--- src/rtl/led_chaser.sv ---
`default_nettype none
// ============================================================================
// Module   : led_chaser
// Brief    : Prescaled LED pattern generator (rotate L/R, bounce, bar).
// Revision : 1.0
// ============================================================================

module led_chaser #(
    parameter int WIDTH = 8,
    parameter int DIV   = 524288
) (
    input  logic             iCLK,
    input  logic             iRST,
    input  logic             iEN,
    input  logic [1:0]       iMODE,
    input  logic [1:0]       iSPEED,
    input  logic             iSTEP,
    output logic [WIDTH-1:0] oLED,
    output logic             oDIR,
    output logic             oSTEP
);

    localparam int              C_CW      = (DIV > 1) ? $clog2(DIV) : 1;
    localparam logic [C_CW-1:0] C_CNT_MAX = C_CW'(DIV - 1);
    localparam logic [WIDTH-1:0] C_ONE    = WIDTH'(1);
    localparam logic [WIDTH-1:0] C_THREE  = WIDTH'(3);
    localparam logic [WIDTH-1:0] C_MSB    = C_ONE << (WIDTH - 1);
    localparam logic [WIDTH-1:0] C_ALL    = {WIDTH{1'b1}};

    localparam logic [1:0] C_MODE_ROL    = 2'b00;
    localparam logic [1:0] C_MODE_ROR    = 2'b01;
    localparam logic [1:0] C_MODE_BOUNCE = 2'b10;
    localparam logic [1:0] C_MODE_BAR    = 2'b11;

    logic [C_CW-1:0]  r_cnt_q,  w_cnt_d;
    logic [1:0]       r_sub_q,  w_sub_d;
    logic [1:0]       r_mode_q, w_mode_d;
    logic [WIDTH-1:0] r_led_q,  w_led_d;
    logic             r_dir_q,  w_dir_d;
    logic             r_step_q;
    logic             r_stp_prev_q;

    logic w_tick;
    logic w_auto;
    logic w_manual;
    logic w_step;

    always_comb begin
        w_tick   = iEN && (r_cnt_q == C_CNT_MAX);
        w_auto   = w_tick && (r_sub_q >= iSPEED);
        w_manual = !iEN && iSTEP && !r_stp_prev_q;
        w_step   = w_auto || w_manual;

        w_cnt_d = r_cnt_q;
        if (iEN) begin
            w_cnt_d = w_tick ? '0 : r_cnt_q + 1'b1;
        end

        // sub never exceeds iSPEED's max, so 2 bits cannot overflow
        w_sub_d = r_sub_q;
        if (w_tick) begin
            w_sub_d = w_auto ? 2'd0 : r_sub_q + 2'd1;
        end

        w_mode_d = r_mode_q;
        w_led_d  = r_led_q;
        w_dir_d  = r_dir_q;
        if (w_step) begin
            if (iMODE != r_mode_q) begin
                // a mode change spends this step on loading the start pattern
                w_mode_d = iMODE;
                w_led_d  = (iMODE == C_MODE_ROR) ? C_MSB : C_ONE;
                w_dir_d  = (iMODE == C_MODE_ROR);
            end else begin
                case (r_mode_q)
                    C_MODE_ROL: begin
                        w_led_d = {r_led_q[WIDTH-2:0], r_led_q[WIDTH-1]};
                        w_dir_d = 1'b0;
                    end
                    C_MODE_ROR: begin
                        w_led_d = {r_led_q[0], r_led_q[WIDTH-1:1]};
                        w_dir_d = 1'b1;
                    end
                    C_MODE_BOUNCE: begin
                        if (!r_dir_q) begin
                            if (r_led_q[WIDTH-1]) begin
                                w_dir_d = 1'b1;
                                w_led_d = r_led_q >> 1;
                            end else begin
                                w_led_d = r_led_q << 1;
                            end
                        end else begin
                            if (r_led_q[0]) begin
                                w_dir_d = 1'b0;
                                w_led_d = r_led_q << 1;
                            end else begin
                                w_led_d = r_led_q >> 1;
                            end
                        end
                    end
                    C_MODE_BAR: begin
                        if (!r_dir_q) begin
                            if (r_led_q == C_ALL) begin
                                w_dir_d = 1'b1;
                                w_led_d = r_led_q >> 1;
                            end else begin
                                w_led_d = {r_led_q[WIDTH-2:0], 1'b1};
                            end
                        end else begin
                            if (r_led_q == C_ONE) begin
                                w_dir_d = 1'b0;
                                w_led_d = C_THREE;
                            end else begin
                                w_led_d = r_led_q >> 1;
                            end
                        end
                    end
                    default: begin
                        w_led_d = r_led_q;
                        w_dir_d = r_dir_q;
                    end
                endcase
            end
        end
    end

    always_ff @(posedge iCLK or posedge iRST) begin
        if (iRST) begin
            r_cnt_q      <= '0;
            r_sub_q      <= 2'd0;
            r_mode_q     <= C_MODE_ROL;
            r_led_q      <= C_ONE;
            r_dir_q      <= 1'b0;
            r_step_q     <= 1'b0;
            r_stp_prev_q <= 1'b0;
        end else begin
            r_cnt_q      <= w_cnt_d;
            r_sub_q      <= w_sub_d;
            r_mode_q     <= w_mode_d;
            r_led_q      <= w_led_d;
            r_dir_q      <= w_dir_d;
            r_step_q     <= w_step;
            r_stp_prev_q <= iSTEP;
        end
    end

    assign oLED  = r_led_q;
    assign oDIR  = r_dir_q;
    assign oSTEP = r_step_q;

endmodule

`default_nettype wire

--- config.mk ---
export PLATFORM = sky130hd
export DESIGN_NAME = led_chaser
export DESIGN_NICKNAME = d
export VERILOG_FILES = /design/src/rtl/led_chaser.sv
export SDC_FILE = /design/constraint.sdc
export NUM_CORES = 1
export LEC_CHECK = 0
export BUFFER_PORTS_ARGS = -buffer_cell sky130_fd_sc_hd__buf_2
export CAP_MARGIN = 10
export CORE_AREA = 2 2 66 68
export CTS_BUF_LIST = sky130_fd_sc_hd__clkbuf_4 sky130_fd_sc_hd__clkbuf_8
export DETAILED_ROUTE_END_ITERATION = 12
export DIE_AREA = 0 0 68 70
export PLACE_DENSITY = 0.65
export SYNTH_ARGS = -nofsm -noshare
export SYNTH_HDL_FRONTEND = slang
export SYNTH_SLANG_ARGS = --single-unit
export TNS_END_PERCENT = 1
--- constraint.sdc ---
create_clock -name iCLK -period 3.5 [get_ports iCLK]
set_clock_uncertainty 0.05 [all_clocks]
set_input_delay 0.7 -clock iCLK [delete_from_list [all_inputs] [get_ports iCLK]]
set_output_delay 0.7 -clock iCLK [all_outputs]
set_load 0.1 [all_outputs]
Yosys cells after proc, flatten, opt, wreduce, memory -nomap -nowiden:

Index checks and enable logic that the tools add are counted.

* bits in registers: 34
* ROM bits: 0
* latch bits: 0
* memories kept: 0
* logic and storage cells: 46
* bits in writable memories: 0

* shift operators: 0
* mux-type cells: 19
* $mul: 0
* bitwise gates (word level): 0
* reductions and logical operators: 9
* order comparisons: 1
* equal/unequal tests: 8
* div/mod/pow operators: 0
* $add $sub $neg: 2

Operators with widths (number)
* 8-bit two-way mux: 7
* 8-bit case mux with 4 select lines: 1
* 19-bit by 1-bit adder with 19-bit output (second input constant): 1
* 19-bit == test (second input constant): 1
* 19-bit two-way mux: 1
* 8-bit by 1-bit == test with 1-bit output (second input constant): 1
* 8-bit == test (second input constant): 1
* 1-bit two-way mux: 7
* 7-bit two-way mux: 1
* 2-bit by 1-bit == test with 1-bit output (second input constant): 2
* 2-bit == test (second input constant): 2
* 1-bit logical AND: 4
* 1-bit case mux with 4 select lines: 1
* 2-bit by 1-bit adder with 2-bit output (second input constant): 1
* 2-bit greater-or-equal comparator: 1
* 1-bit zero test: 2
* 2-bit zero test: 1
* 2-bit two-way mux: 1
* 2-bit != test: 1
* 2-bit AND reduction: 1
* 1-bit logical OR: 1

Longest topological paths before layout:

* depth in word-level cells: 5
* gate-level depth with buffers: 8
* depth with buffers taken out: 7

Least setup slack after synthesis:

OpenSTA, ideal clock, no wires.

* path type: reg-to-reg
* start: reg r_led_q[2], in the netlist oLED[2]
* end: reg r_led_q[1], in the netlist oLED[1]
* cell stages (with the launch flop): 6
* data required time: 3.380 ns
* setup slack: 0.878 ns
* period minus slack after synthesis: 2.622 ns
* arrival: 2.502 ns
* path buffers: 0
* setup time: 0.070 ns
* cell sequence: dfrtp_1 -> or4_1 -> or4_4 -> a311o_1 -> a21oi_1 -> mux2_2

* word-level cells in the longest chain between the ends: 5

RTL lines
* start, declared: line 38 `logic [WIDTH-1:0] r_led_q, w_led_d;`
* start signal, assigned: line 140 `r_led_q <= w_led_d;`
* 8-bit == test or 8-bit by 1-bit == test with 1-bit output (tied branches): line 103, 110
* 8-bit two-way mux or 7-bit two-way mux (tied branches): line 103, 110
* 8-bit two-way mux: line 102 `if (!r_dir_q) begin`
* 8-bit case mux with 4 select lines (*): line 75 `case (r_mode_q)`
* 8-bit two-way mux (*): line 69 `if (iMODE != r_mode_q) begin`

Every way passes the cells marked *; elsewhere a longest branch is shown, timed or not.
A chain may end at the register's enable or synchronous reset.

Worst setup path in the final report:

Same ends and word-level chain as after synthesis.

==> impl_results.md <==
- RR Startpoint: oLED[2]
- Pint: 780 uW
- Setup crit end kind: register
- First-pass GRT wire length: 6310 um
- Layout cells sized above 1: 17.4%
- Vias in the first global route: 1,383
- Total wire length: 3550 um
- Critical path startpoint category: register
- Largest net degree at the start of global routing: 35
- Seq. cell area: 852 sq um
- Power share of the combinational group: 27.0%
- Vias per inst: 5.50
- Pleak: 0.00103 uW
- WL per Instance: 13.1 um
- Htree depth: 2
- Register bit total from synthesis: 34
- CP Launch Point: oLED[2]
- PnR Total Power: 1220 uW
- CP max stage delay: 530 ps
- CP Data Required Time: 3670 ps
- Overflow after GRT: 0
- Async S/R FF share, synth: 100%
- Placement-stage cell area: 2050 sq um
- RSZ-0062 raised after global routing: no
- Mean Syn Cell Area: 9.72 sq um
- Final hold violations: 0
- Clk_lat worst skew: 280 ps
- Net count after synthesis: 210
- Number of synthesized flops with an enable pin: 0
- Final worst-path cycle share: 64.0%
- Post-Syn Area: 1930 sq um
- Maxcap violations: 0
- DP HPWL: 2540 um
- Multi-input logic area: 988 sq um
- Final GP Congestion: 0.794
- Final setup TNS: 0 ps
- VDD IR-drop max: 350 uV
- Area grow syn2layout: 11.4%
- Synthesized instance count: 199
- Synth cell types: 47
- Initial antenna violation count: 0
- Dominant synthesized flop cell: dfrtp_1
- Post-CTS setup buffer count: 0
- Final core occ: 52.0%
- Min-delay worst type: register to register
- Status: finished, final reports clean
- CTS tree: built
- Crit path DAT: 2410 ps
- Ys Warns: 0
- Num CTS Buffers: 5
- Slew Viols, Final: 0
- Row Count: 24
- Ant. Diodes: 0
- Max Root-Sink Buffers: 2
- Post_cts resized: 0
- Port bufs: 17
- Peak Freq: 447 MHz
- Cell area after layout: 2160 sq um
- Core area: 4140 sq um
- CP Class: register to register
- Initial DRC count: 74
- Routed Antenna Nets: 0
- Ports: 18
- Total net switching power: 440 uW
- Clock root cell: clkbuf_8
- Final Net Count: 229
- All-Layer GR Usage: 17.0%
- Sequential Power Share: 44.6%
- Post-CTS Hold Buffers: 0
- Cell area power density: 566 nW/um^2
- Least-Margin Pin Slew: 784 ps
- Num Clock Sinks: 34
- Starting Density: 46.7%
- Clock power share: 28.3%
- DRC: 0
- Hold path start: r_cnt_q[18]
- Post-synthesis sequential area ratio: 44.0%
- Die area: 4760 sq um
- CP max FO: 8
- Worst-path cell chain: or4_1, or4_4, a311o_1, a21oi_1, mux2_2
- First-pass DRT Iterations: 4
- Die X: 68 um
- # setup viols final: 0
- Slew HR: 47.6%
- Die height: 70 um
- Final worst path period need: 2240 ps
- Net Sw Frac: 36.1%
- Clk pin slew, worst setup/hold paths: 70 ps
- Crit path max-delay cell type: or4_1
- Fillers: 404
- Via count: 1,490
[Yosys cell counts (2+ instances only)]
cell | count | area share (%)
o41ai_1 | 2 | 0.91
ha_1 | 3 | 1.9
mux2i_1 | 5 | 2.6
a21oi_1 | 6 | 1.6
a21boi_0 | 2 | 0.78
nand2_1 | 18 | 3.5
mux2_1 | 4 | 2.3
nand3_1 | 8 | 2.1
inv_1 | 9 | 1.7
nor2b_1 | 2 | 0.65
nand4_1 | 8 | 2.6
o22ai_1 | 3 | 0.97
clkbuf_1 | 2 | 0.39
xor2_1 | 7 | 3.2
and2_1 | 2 | 0.65
nor2_1 | 26 | 5.0
and4_1 | 3 | 1.4
nand2b_1 | 2 | 0.65
buf_4 | 3 | 1.2
nor3_1 | 2 | 0.52
and3_1 | 4 | 1.3
o21ai_0 | 2 | 0.52
a211oi_1 | 2 | 0.78
mux2_2 | 4 | 2.3
o2111ai_1 | 2 | 0.91
dfrtp_1 | 33 | 43
a31oi_1 | 4 | 1.3
xnor2_1 | 12 | 5.4
[critical path: cells and delay by family, from the launching register on]
| kind | cells | cell delay [ps] |
|---|---|---|
| multiplexers | 1 | 150 |
| flip-flops | 1 | 460 |
| AO/OA/AOI/OAI | 2 | 490 |
| AND/OR/NAND/NOR | 2 | 1030 |
[final timing paths]
check	to	cells past startpoint	slack [ps]
max reg2reg	oLED[1]	5	1260
min in group asynchronous	r_cnt_q[13]	3	450
min reg2reg	r_cnt_q[18]	1	430
max	oLED[1]	5	1260
min	r_cnt_q[18]	1	430
max in group asynchronous	oLED[0]	3	2620
[cells by family (layout without fill, tap and decap cells)]
family                     Yosys count  after routing  share of synthesized area [%]
and+or+nand+nor                     79             79                           20.1
AOI/OAI and AO/OA                   34             34                           13.3
DFF                                 34             34                           44.0
xor gates and xnor gates            19             19                           8.60
buffers and inverters               17             37                           4.85
muxes                               13             13                           7.24
adders and majority gates            3              3                           1.94
[metal layers]
layer	track usage [%]	vias up	routed length (um)
met5	0	-	0
met4	4.67	0	25
met3	3.86	2	108
met2	23.9	23	1580
met1	26.2	717	1840
li1	-	748	-
[cell type report]
cell class,count,area share [%]
Clock buffer,5,3.19
Clock inverter,3,1.86
Inverter,9,1.57
Multi-Input combinational cell,148,45.9
Sequential cell,34,39.5
Tap cell,52,3.02
Timing Repair Buffer,20,4.99
[power groups by stage]
stage                     clock (uW)  sequential [uW]  combinational, uW
final                            346              544                329
after detailed placement           0              550                331
after floorplan                    0              603                225
after global routing             370              558                364
after global placement             0              551                328
after CTS                        355              543                332
[registers in the layout (all words and copies together), names as in the netlist]
signal        flops
oDIR              1
oLED              8
oSTEP             1
r_cnt_q          19
r_mode_q          2
r_stp_prev_q      1
r_sub_q           2
[cells in the final DEF, fill, tap and decap left out, drive strengths merged, types with 5 or more instances in the layout]
master,instances
dfrtp,33
inv,9
xnor2,12
nand2,18
nand4,8
a21oi,6
xor2,7
buf,20
nor2,26
mux2,8
nand3,8
clkbuf,5
mux2i,5
[through the flow]
| stage | hold WS, ps | instances | setup slack (ps) |
|---|---|---|---|
| final | 427 | 271 | 1260 |
| after global routing | 457 | 271 | 1070 |
| after CTS | 435 | 271 | 1240 |
| after detailed placement | 423 | 263 | 1010 |
| after global placement | 422 | 263 | 1070 |
| after floorplan | 395 | 199 | 878 |
(Power assumes the default switching activity.)
